--- src/rtl/tpu_control_unit.sv ---
// Instruction sequencer for an NxN systolic array: accepts 16-bit instructions and
// expands each multi-cycle opcode into registered strobe sequences for the datapath.
module tpu_control_unit #(
  parameter int N      = 2,
  parameter int ADDR_W = 13,
  parameter int CNT_W  = $clog2(2*N)
) (
  input  logic              clk,
  input  logic              reset,
  input  logic [15:0]       instruction,
  input  logic              instr_valid,
  output logic              instr_ready,
  output logic [ADDR_W-1:0] base_addr,
  output logic [ADDR_W-1:0] mem_addr,
  output logic              weight_load_en,
  output logic              input_load_en,
  output logic [CNT_W-1:0]  row_idx,
  output logic              compute_valid,
  output logic [CNT_W-1:0]  compute_step,
  output logic              acc_clear,
  output logic              drain,
  output logic              store_en,
  output logic              op_done,
  output logic              illegal_op
);

  typedef enum logic [2:0] {
    S_IDLE   = 3'd0,
    S_LOAD_W = 3'd1,
    S_LOAD_I = 3'd2,
    S_FEED   = 3'd3,
    S_DRAIN  = 3'd4,
    S_STORE  = 3'd5
  } state_e;

  localparam logic [2:0] OP_NOP       = 3'b000;
  localparam logic [2:0] OP_LOAD_ADDR = 3'b001;
  localparam logic [2:0] OP_LOAD_W    = 3'b010;
  localparam logic [2:0] OP_LOAD_I    = 3'b011;
  localparam logic [2:0] OP_COMPUTE   = 3'b100;
  localparam logic [2:0] OP_STORE     = 3'b101;

  localparam logic [CNT_W-1:0] LAST_ROW  = CNT_W'(N - 1);
  localparam logic [CNT_W-1:0] LAST_STEP = CNT_W'(2*N - 2);

  state_e              state_q, state_d;
  logic [CNT_W-1:0]    cnt_q, cnt_d;
  logic [ADDR_W-1:0]   base_q, base_d;
  logic                acc_mode_q, acc_mode_d;
  logic                illegal_q, illegal_d;

  logic                wl_q, wl_d;
  logic                il_q, il_d;
  logic [CNT_W-1:0]    row_q, row_d;
  logic                cv_q, cv_d;
  logic [CNT_W-1:0]    step_q, step_d;
  logic                clr_q, clr_d;
  logic                drain_q, drain_d;
  logic                st_q, st_d;
  logic                done_q, done_d;
  logic [ADDR_W-1:0]   maddr_q, maddr_d;

  logic [2:0]          opcode_s;
  logic [12:0]         operand_s;
  logic                accept_s;
  logic                row_phase_s;

  assign opcode_s    = instruction[15:13];
  assign operand_s   = instruction[12:0];
  assign accept_s    = instr_valid & (state_q == S_IDLE);
  assign instr_ready = (state_q == S_IDLE) & ~reset;

  // Next-state, counters and the registered strobe values for the coming cycle.
  always_comb begin
    state_d    = state_q;
    cnt_d      = cnt_q;
    base_d     = base_q;
    acc_mode_d = acc_mode_q;
    illegal_d  = illegal_q;
    done_d     = 1'b0;

    case (state_q)
      S_IDLE: begin
        cnt_d = {CNT_W{1'b0}};
        if (accept_s) begin
          case (opcode_s)
            OP_NOP:       state_d = S_IDLE;
            OP_LOAD_ADDR: base_d  = operand_s[ADDR_W-1:0];
            OP_LOAD_W:    state_d = S_LOAD_W;
            OP_LOAD_I:    state_d = S_LOAD_I;
            OP_COMPUTE: begin
              state_d    = S_FEED;
              acc_mode_d = operand_s[0];
            end
            OP_STORE:     state_d = S_STORE;
            default:      illegal_d = 1'b1;
          endcase
        end else begin
          state_d = S_IDLE;
        end
      end
      S_LOAD_W, S_LOAD_I, S_STORE, S_DRAIN: begin
        if (cnt_q == LAST_ROW) begin
          state_d = S_IDLE;
          cnt_d   = {CNT_W{1'b0}};
          done_d  = 1'b1;
        end else begin
          cnt_d = cnt_q + {{(CNT_W-1){1'b0}}, 1'b1};
        end
      end
      S_FEED: begin
        if (cnt_q == LAST_STEP) begin
          state_d = S_DRAIN;
          cnt_d   = {CNT_W{1'b0}};
        end else begin
          cnt_d = cnt_q + {{(CNT_W-1){1'b0}}, 1'b1};
        end
      end
      default: begin
        state_d = S_IDLE;
        cnt_d   = {CNT_W{1'b0}};
      end
    endcase

    // Outputs are decoded from the next state so every strobe leaves a flop.
    row_phase_s = (state_d == S_LOAD_W) || (state_d == S_LOAD_I) || (state_d == S_STORE);
    wl_d        = (state_d == S_LOAD_W);
    il_d        = (state_d == S_LOAD_I);
    st_d        = (state_d == S_STORE);
    cv_d        = (state_d == S_FEED);
    drain_d     = (state_d == S_DRAIN);
    row_d       = row_phase_s ? cnt_d : {CNT_W{1'b0}};
    step_d      = cv_d ? cnt_d : {CNT_W{1'b0}};
    clr_d       = cv_d && (cnt_d == {CNT_W{1'b0}}) && !acc_mode_d;
    maddr_d     = row_phase_s ? (base_d + ADDR_W'(cnt_d)) : base_d;
  end

  // State and output registers; reset aborts any op without an op_done pulse.
  always_ff @(posedge clk or posedge reset) begin
    if (reset) begin
      state_q    <= S_IDLE;
      cnt_q      <= {CNT_W{1'b0}};
      base_q     <= {ADDR_W{1'b0}};
      acc_mode_q <= 1'b0;
      illegal_q  <= 1'b0;
      wl_q       <= 1'b0;
      il_q       <= 1'b0;
      row_q      <= {CNT_W{1'b0}};
      cv_q       <= 1'b0;
      step_q     <= {CNT_W{1'b0}};
      clr_q      <= 1'b0;
      drain_q    <= 1'b0;
      st_q       <= 1'b0;
      done_q     <= 1'b0;
      maddr_q    <= {ADDR_W{1'b0}};
    end else begin
      state_q    <= state_d;
      cnt_q      <= cnt_d;
      base_q     <= base_d;
      acc_mode_q <= acc_mode_d;
      illegal_q  <= illegal_d;
      wl_q       <= wl_d;
      il_q       <= il_d;
      row_q      <= row_d;
      cv_q       <= cv_d;
      step_q     <= step_d;
      clr_q      <= clr_d;
      drain_q    <= drain_d;
      st_q       <= st_d;
      done_q     <= done_d;
      maddr_q    <= maddr_d;
    end
  end

  assign base_addr      = base_q;
  assign mem_addr       = maddr_q;
  assign weight_load_en = wl_q;
  assign input_load_en  = il_q;
  assign row_idx        = row_q;
  assign compute_valid  = cv_q;
  assign compute_step   = step_q;
  assign acc_clear      = clr_q;
  assign drain          = drain_q;
  assign store_en       = st_q;
  assign op_done        = done_q;
  assign illegal_op     = illegal_q;

endmodule

--- config.mk ---
export PLATFORM = sky130hd
export DESIGN_NAME = tpu_control_unit
export DESIGN_NICKNAME = d
export VERILOG_FILES = /design/src/rtl/tpu_control_unit.sv
export SDC_FILE = /design/constraint.sdc
export NUM_CORES = 1
export LEC_CHECK = 0
export ABC_AREA = 1
export CORE_MARGIN = 5
export CORE_UTILIZATION = 45
export CTS_CLUSTER_DIAMETER = 80
export DETAILED_ROUTE_END_ITERATION = 7
export GPL_TIMING_DRIVEN = 0
export PLACE_DENSITY = 0.75
export SETUP_SLACK_MARGIN = 0.5
export SYNTH_ARGS = -nofsm -noshare
export SYNTH_HDL_FRONTEND = slang
export SYNTH_SLANG_ARGS = --single-unit
--- constraint.sdc ---
create_clock -name clk -period 3.7 [get_ports clk]
set_clock_uncertainty 0.2 [all_clocks]
set_input_delay 0.37 -clock clk [delete_from_list [all_inputs] [get_ports clk]]
set_output_delay 0.37 -clock clk [all_outputs]
set_load 0.05 [all_outputs]
==> results of run 1 <==
final cells by class:
| class | count | area share |
|---|---|---|
| clock buffers | 7 | 0.03282 |
| repair buffers | 57 | 0.1944 |
| clock inverters | 1 | 0.01023 |
| plain buffers | 2 | 0.007673 |
| multi-input cells | 167 | 0.3120 |
| flip-flops and latches | 44 | 0.3751 |
| inverters | 35 | 0.04476 |
| well taps | 54 | 0.02302 |
worst max path at each step:
| stage | slack [ps] | start | to |
|---|---|---|---|
| finish | 910 | instruction[15] | mem_addr[12]$_DFF_PP0_ |
| global route | 600 | instruction[15] | mem_addr[12]$_DFF_PP0_ |
| CTS | 910 | instruction[15] | mem_addr[12]$_DFF_PP0_ |
| detailed placement | 600 | instruction[15] | mem_addr[12]$_DFF_PP0_ |
| global placement | 630 | instruction[13] | mem_addr[12]$_DFF_PP0_ |
| floorplan | 1270 | state_q[2]$_DFF_PP0_ | mem_addr[8]$_DFF_PP0_ |
synth_stat cells:
library cell / number / area (um^2)
nand2_1: 69 / 259.0
dfrtp_1: 44 / 1101
inv_1: 30 / 112.6
nor2_1: 23 / 86.33
nand2_2: 15 / 93.84
nor2_2: 7 / 43.79
inv_2: 5 / 18.77
nand3_1: 5 / 25.02
xor2_1: 5 / 43.79
nand3_2: 4 / 40.04
o21ai_0: 4 / 20.02
a21oi_1: 3 / 15.01
a31oi_1: 3 / 18.77
nand4_1: 3 / 18.77
nor2_4: 3 / 33.78
nor3_1: 3 / 15.01
o21bai_1: 3 / 22.52
buf_6: 2 / 22.52
ha_1: 2 / 25.02
nand2_4: 2 / 22.52
nand3b_1: 2 / 15.01
o22ai_1: 2 / 12.51
fa_1: 1 / 20.02
mux2_2: 1 / 11.26
nand3_4: 1 / 17.52
nor2_8: 1 / 20.02
o211ai_1: 1 / 7.510
o21ai_1: 1 / 5.000
o21ai_2: 1 / 8.760
or2_1: 1 / 6.260
xnor2_1: 1 / 8.760
cell families after synthesis:
family	count (synthesis)
AND/OR/NAND/NOR	139
buffers and inverters	37
flip-flops	44
XOR/XNOR	6
multiplexers	1
AO/OA/AOI/OAI	18
adder cells (fa/ha/maj)	3
power breakdown:
part | internal (mW) | switching [mW] | total (mW)
logic | 0.487 | 1.10 | 1.58
clock network | 0.238 | 0.157 | 0.396
registers | 0.668 | 0.0904 | 0.759
total | 1.39 | 1.34 | 2.74
state kept, by name, indices dropped and copies added, names as in the netlist:
signal	cells
row_idx	2
input_load_en	1
store_en	1
mem_addr	13
acc_mode_q	1
acc_clear	1
drain	1
compute_valid	1
weight_load_en	1
compute_step	2
base_addr	13
illegal_op	1
op_done	1
cnt_q	2
state_q	3
critical path, delay by kind of cell:
family	cells	cell delay [ps]
adders and majority gates	2	400
and+or+nand+nor	11	1210
buffers and inverters	3	780
metal layers:
metal | vias up | part of all wire | global-route usage
met5 | - | 0 | 0
met4 | 0 | 0.016 | 0.05842
met3 | 6 | 0.067 | 0.04628
met2 | 46 | 0.47 | 0.2579
met1 | 786 | 0.45 | 0.2058
li1 | 895 | - | -
metrics by stage:
stage          total power, mW  hold WS (ps)  utilization
2_1_floorplan            1.872         248.0            -
3_3_place_gp             2.341         263.2       0.5987
3_5_place_dp             2.359         261.6       0.5987
4_1_cts                  2.760         297.5       0.6256
5_1_grt                  2.903         310.5       0.6256
6_report                 2.738         292.0       0.6256
==> results.md, run 1 <==
- Global-route wire length before repair: 7928 um
- Mux share of post-synthesis cell area: 0.005187
- Post_cts resized: 0
- Multi-input logic area: 915.9 um^2
- Initial antenna violation count: 0
- Via count: 1733
- Critical path data required time: 3690 ps
- CP Launch Type: input pin
- Crit-path max cell delay: 480 ps
- Initial Util: 0.4627
- Pins Over Slew Limit: 0
- Antenna cells: 0
- VDD IR max: 0.0003659 V
- Core Rows: 25
- Instance area at placement: 2809 um^2
- Commonest non-fill, non-tap cell in the layout: nand2_1
- CTS tree: built
- Total CTS buffers: 5
- Yosys warns: 0
- Clock sinks: 44
- RR Endpoint: mem_addr[8]$_DFF_PP0_
- Port bufs: 57
- Post-route setup slack: 905.2 ps
- H-tree depth: 2
- DIE HEIGHT: 79.46 um
- Post-DRT Antenna Nets: 0
- Number of fillers in the final layout: 405
- Most frequent CP cell: nand2_1
- Number of setup violations in the final report: 0
- Least-Margin Pin Slew: 889.2 ps
- Clock Latency Late Sink: 290 ps
- Clock transition at the registers of the reported paths: 80 ps
- Hold Path Depth: 1
- RSZ-0062 raised after global routing: false
- Cells on worst reg2reg path: 14
- I/O Pins: 58
- Hold_sp: illegal_op$_DFFE_PP0P_
- Xor/xnor share of the synthesized area: 0.02421
- #FFs+latches synth: 44
- Yosys cell types: 31
- Simple-gate share of the synthesized area: 0.3210
- TNS Setup: 0 ps
- Critical Path AT: 2780 ps
- Post-Synth Adder-Cell Area: 0.02075
- Hold EP: illegal_op$_DFFE_PP0P_
- Worst path slowest cell: clkdlybuf4s50_1
- Mapped Cells: 248
- Wirelength, routed: 4589 um
- Peak Freq: 357.8 MHz
- Post-Syn Nets: 270
- Placed insts: 359
- PwrDens: 932.9 nW/um^2
- Most frequent cells in the layout: nand2_1, clkdlybuf4s50_1, dfrtp_1
- Via/cell ratio: 4.722
- Setup Buffers After CTS: 0
- NumNets Final: 334
- Dpl hpwl: 3505 um
- Register area share after synthesis: 0.5072
- Total grt overflow: 0
- CP max FO: 10
- Worst setup path class: input pin to flip-flop
- Final Hold Vio Count: 0
- Compound-Gate Fraction of Synth Area: 0.05072
- Layout cells sized above 1: 0.1629
- Pleak: 1.402 nW
- Remaining DRCs: 0
- Syn_area_per_cell: 8.753 um^2
- Die Area: 6313 um^2
- Slew margin rel.: 0.4064
- Largest family of logic cells by synthesized area: simple AND/OR/NAND/NOR gates
- Max-cap viol count: 0
- GRT Resource Usage Total: 0.1606
- Die span in x: 79.46 um
- Worst flop-to-flop path startpoint: state_q[2]$_DFF_PP0_
- Setup slack, reg-to-reg: 1010 ps
- Area Growth Syn to Fin: 35.22%
- Worst hold path type: flip-flop to flip-flop
- Final min period: 2795 ps
- Root buf cell: clkbuf_8
- Area occupied by registers: 1101 um^2
- CP Capture Type: flip-flop
- Vias in the first global route: 1724
- Fin crit share: 0.7553
- CP cell instances: clkdlybuf4s50_1, inv_1, nand3_2, nor2_8, buf_6, nand2_1, nand2_1, ha_1, fa_1, nand2_1, nor2_2, nand2_2, nor2_4, nand2_1, nand2_1, nand2_1
- CTS max path bufs: 2
- Cell area after layout: 2935 um^2
- Pre-CTS WS: 601.7 ps
- Hold Buf Count CTS: 0
- Mean routed wirelength per cell: 12.50 um
- Largest net degree at the start of global routing: 45
- Initial DRC Count: 82
- Post-Layout Cell Count: 367
- Netlist Area Pre-Place: 2171 um^2
- Run status: complete, no violations
- Area of the core: 4692 um^2
- DRT Pass-1 Iters: 4
- GP Congestion: 0.7926
Note: power is estimated with default switching activity, not from simulation.
==> inputs of run 2 (changes only) <==
--- a/config.mk
+++ b/config.mk
@@ -7,7 +7,7 @@
 export LEC_CHECK = 0
 export ABC_AREA = 1
 export CORE_MARGIN = 5
-export CORE_UTILIZATION = 45
+export CORE_UTILIZATION = 43
 export CTS_CLUSTER_DIAMETER = 80
 export DETAILED_ROUTE_END_ITERATION = 7
 export GPL_TIMING_DRIVEN = 0
==> constraint.sdc (replaced) <==
create_clock -name clk -period 2.4 [get_ports clk]
set_clock_uncertainty 0.2 [all_clocks]
set_input_delay 0.24 -clock clk [delete_from_list [all_inputs] [get_ports clk]]
set_output_delay 0.24 -clock clk [all_outputs]
set_load 0.05 [all_outputs]
==> run 2 against run 1 <==
Compared with the run above: the flow now finishes with violations (negative setup slack); cell count grew 13%; hold slack lost 8.7 ps; die area grew 4.1%; setup slack lost 990 ps; largest power group unchanged.
==> results.md, run 2 (synthesis gave the netlist of run 1 again) <==
- Dpl hpwl: 3603 um
- Clock transition at the registers of the reported paths: 90 ps
- Instance area at placement: 2873 um^2
- Remaining DRCs: 0
- H-tree depth: 2
- Finished Core Util: 0.7249
- Hold Buf Count CTS: 0
- Clock sinks: 44
- Worst setup startpoint: state_q[2]$_DFF_PP0_
- Mean routed wirelength per cell: 15.06 um
- Slew margin rel.: 0.4073
- Die Area: 6569 um^2
- CP Capture Type: flip-flop
- DIE HEIGHT: 81.05 um
- Setup slack, reg-to-reg: -90 ps
- Worst Setup EP: mem_addr[10]$_DFF_PP0_
- Critical path data required time: 2390 ps
- Met3 wire len: 252 um
- Worst hold path type: flip-flop to flip-flop
- Initial antenna violation count: 0
- Critical Path AT: 2470 ps
- WL met2: 3387 um
- Uppermost layer routed: met4
- Worst flop-to-flop path startpoint: state_q[2]$_DFF_PP0_
- Fin crit share: 1.035
- Global-route wire length before repair: 9735 um
- Most frequent cells in the layout: nand2_1, dfrtp_1, clkdlybuf4s50_1
- Via count: 2062
- Largest net degree at the start of global routing: 45
- GP Congestion: 0.7865
- CP max FO: 4
- Wirelength, routed: 6266 um
- Cells on worst reg2reg path: 15
- CTS max path bufs: 2
- CTS tree: built
- Pins Over Slew Limit: 0
- Number of setup violations in the final report: 6
- RSZ-0062 raised after global routing: true
- Vias in the first global route: 2036
- Root buf cell: clkbuf_8
- Failing checks: negative setup slack
- Least-Margin Pin Slew: 887.8 ps
- Max-cap viol count: 0
- Total CTS buffers: 5
- GRT Resource Usage Total: 0.1920
- Core Rows: 25
- TNS Setup: -181.2 ps
- VDD IR max: 0.0008450 V
- RR Endpoint: mem_addr[10]$_DFF_PP0_
- Worst setup path class: flip-flop to flip-flop
- Peak Freq: 402.4 MHz
- Total grt overflow: 0
- Final Hold Vio Count: 0
- Clock Latency Late Sink: 290 ps
- Cell area after layout: 3492 um^2
- Die span in x: 81.05 um
- Final min period: 2485 ps
- Post-route setup slack: -85.03 ps
- Post-DRT Antenna Nets: 0
- Area of the core: 4817 um^2
- Layout cells sized above 1: 0.3467
- Initial Util: 0.4506
- Port bufs: 57
- PwrDens: 1427 nW/um^2
- NumNets Final: 370
- Run status: finished, violations left
- Number of fillers in the final layout: 360
- Met1 Wirelength: 2481 um
- Commonest non-fill, non-tap cell in the layout: nand2_1
- I/O Pins: 58
- CP Launch Type: flip-flop
- Pleak: 1.793 nW
- Antenna cells: 0
- Area Growth Syn to Fin: 60.86%
- Total power: 4.984 mW
- Initial DRC Count: 100
- DRT Pass-1 Iters: 4
- Via/cell ratio: 4.957
==> run 2: area by class of cell <==
class                           instances  area, um^2  share of cell area
Tap cell                               67       83.83             0.02401
Inverter                               35       148.9             0.04264
Multi-Input combinational cell        167        1134              0.3246
Buffer                                  2       30.03            0.008599
Clock inverter                          1       30.03            0.008599
Sequential cell                        44        1105              0.3164
Clock buffer                            7       96.34             0.02759
Timing Repair Buffer                   93       864.6              0.2476
==> run 2: timing repair <==
| action | CTS | global route |
|---|---|---|
| gates resized for setup | 42 | 40 |
| pin swaps | 29 | 17 |
| setup buffers | 27 | 9 |
| setup endpoints to repair | 23 | 32 |
| gates cloned | 0 | 0 |
==> run 2: metal layers <==
metal  GRT usage  up-vias
met2      0.3481       76
met4     0.06757        0
li1            -      962
met1      0.2279     1006
met3     0.03215       18
met5           0        -
==> run 2: worst min path at each step <==
stage	cells after the start	endpoint	slack, ps	startpoint
after global routing	1	illegal_op$_DFFE_PP0P_	320	illegal_op$_DFFE_PP0P_
after CTS	1	compute_step[0]$_DFF_PP0_	290	cnt_q[1]$_DFF_PP0_
after detailed placement	1	illegal_op$_DFFE_PP0P_	260	illegal_op$_DFFE_PP0P_
after floorplan	2	base_addr[0]$_DFF_PP0_	180	instruction[0]
after global placement	1	illegal_op$_DFFE_PP0P_	270	illegal_op$_DFFE_PP0P_
final	1	illegal_op$_DFFE_PP0P_	280	illegal_op$_DFFE_PP0P_
==> run 2: power breakdown <==
part | switching, mW | total (mW) | internal, mW
clock network | 0.244 | 0.611 | 0.367
logic | 2.05 | 3.18 | 1.13
registers | 0.159 | 1.19 | 1.03
==> run 2: worst max-delay path, cell delays in order, from the launching register on <==
cell and delay (ps):
dfrtp_2 460, nor2_4 140, nand3_4 160, inv_4 100
nand2_4 50, buf_8 130, nand2_4 70, nand2_4 60
ha_4 160, fa_2 380, nand2_2 90, nor2_4 50
nand2_2 130, nor2_4 60, nand3b_1 80, nand2_1 60
==> run 2: metrics by stage <==
step	hold WS, ps	std cells	setup WS [ps]
4_1_cts	285.8	407	-15.56
5_1_grt	323.8	416	-156.7
3_5_place_dp	260.9	372	-487.3
2_1_floorplan	177.1	248	58.99
6_report	283.3	416	-85.03
3_3_place_gp	266.4	372	-451.5
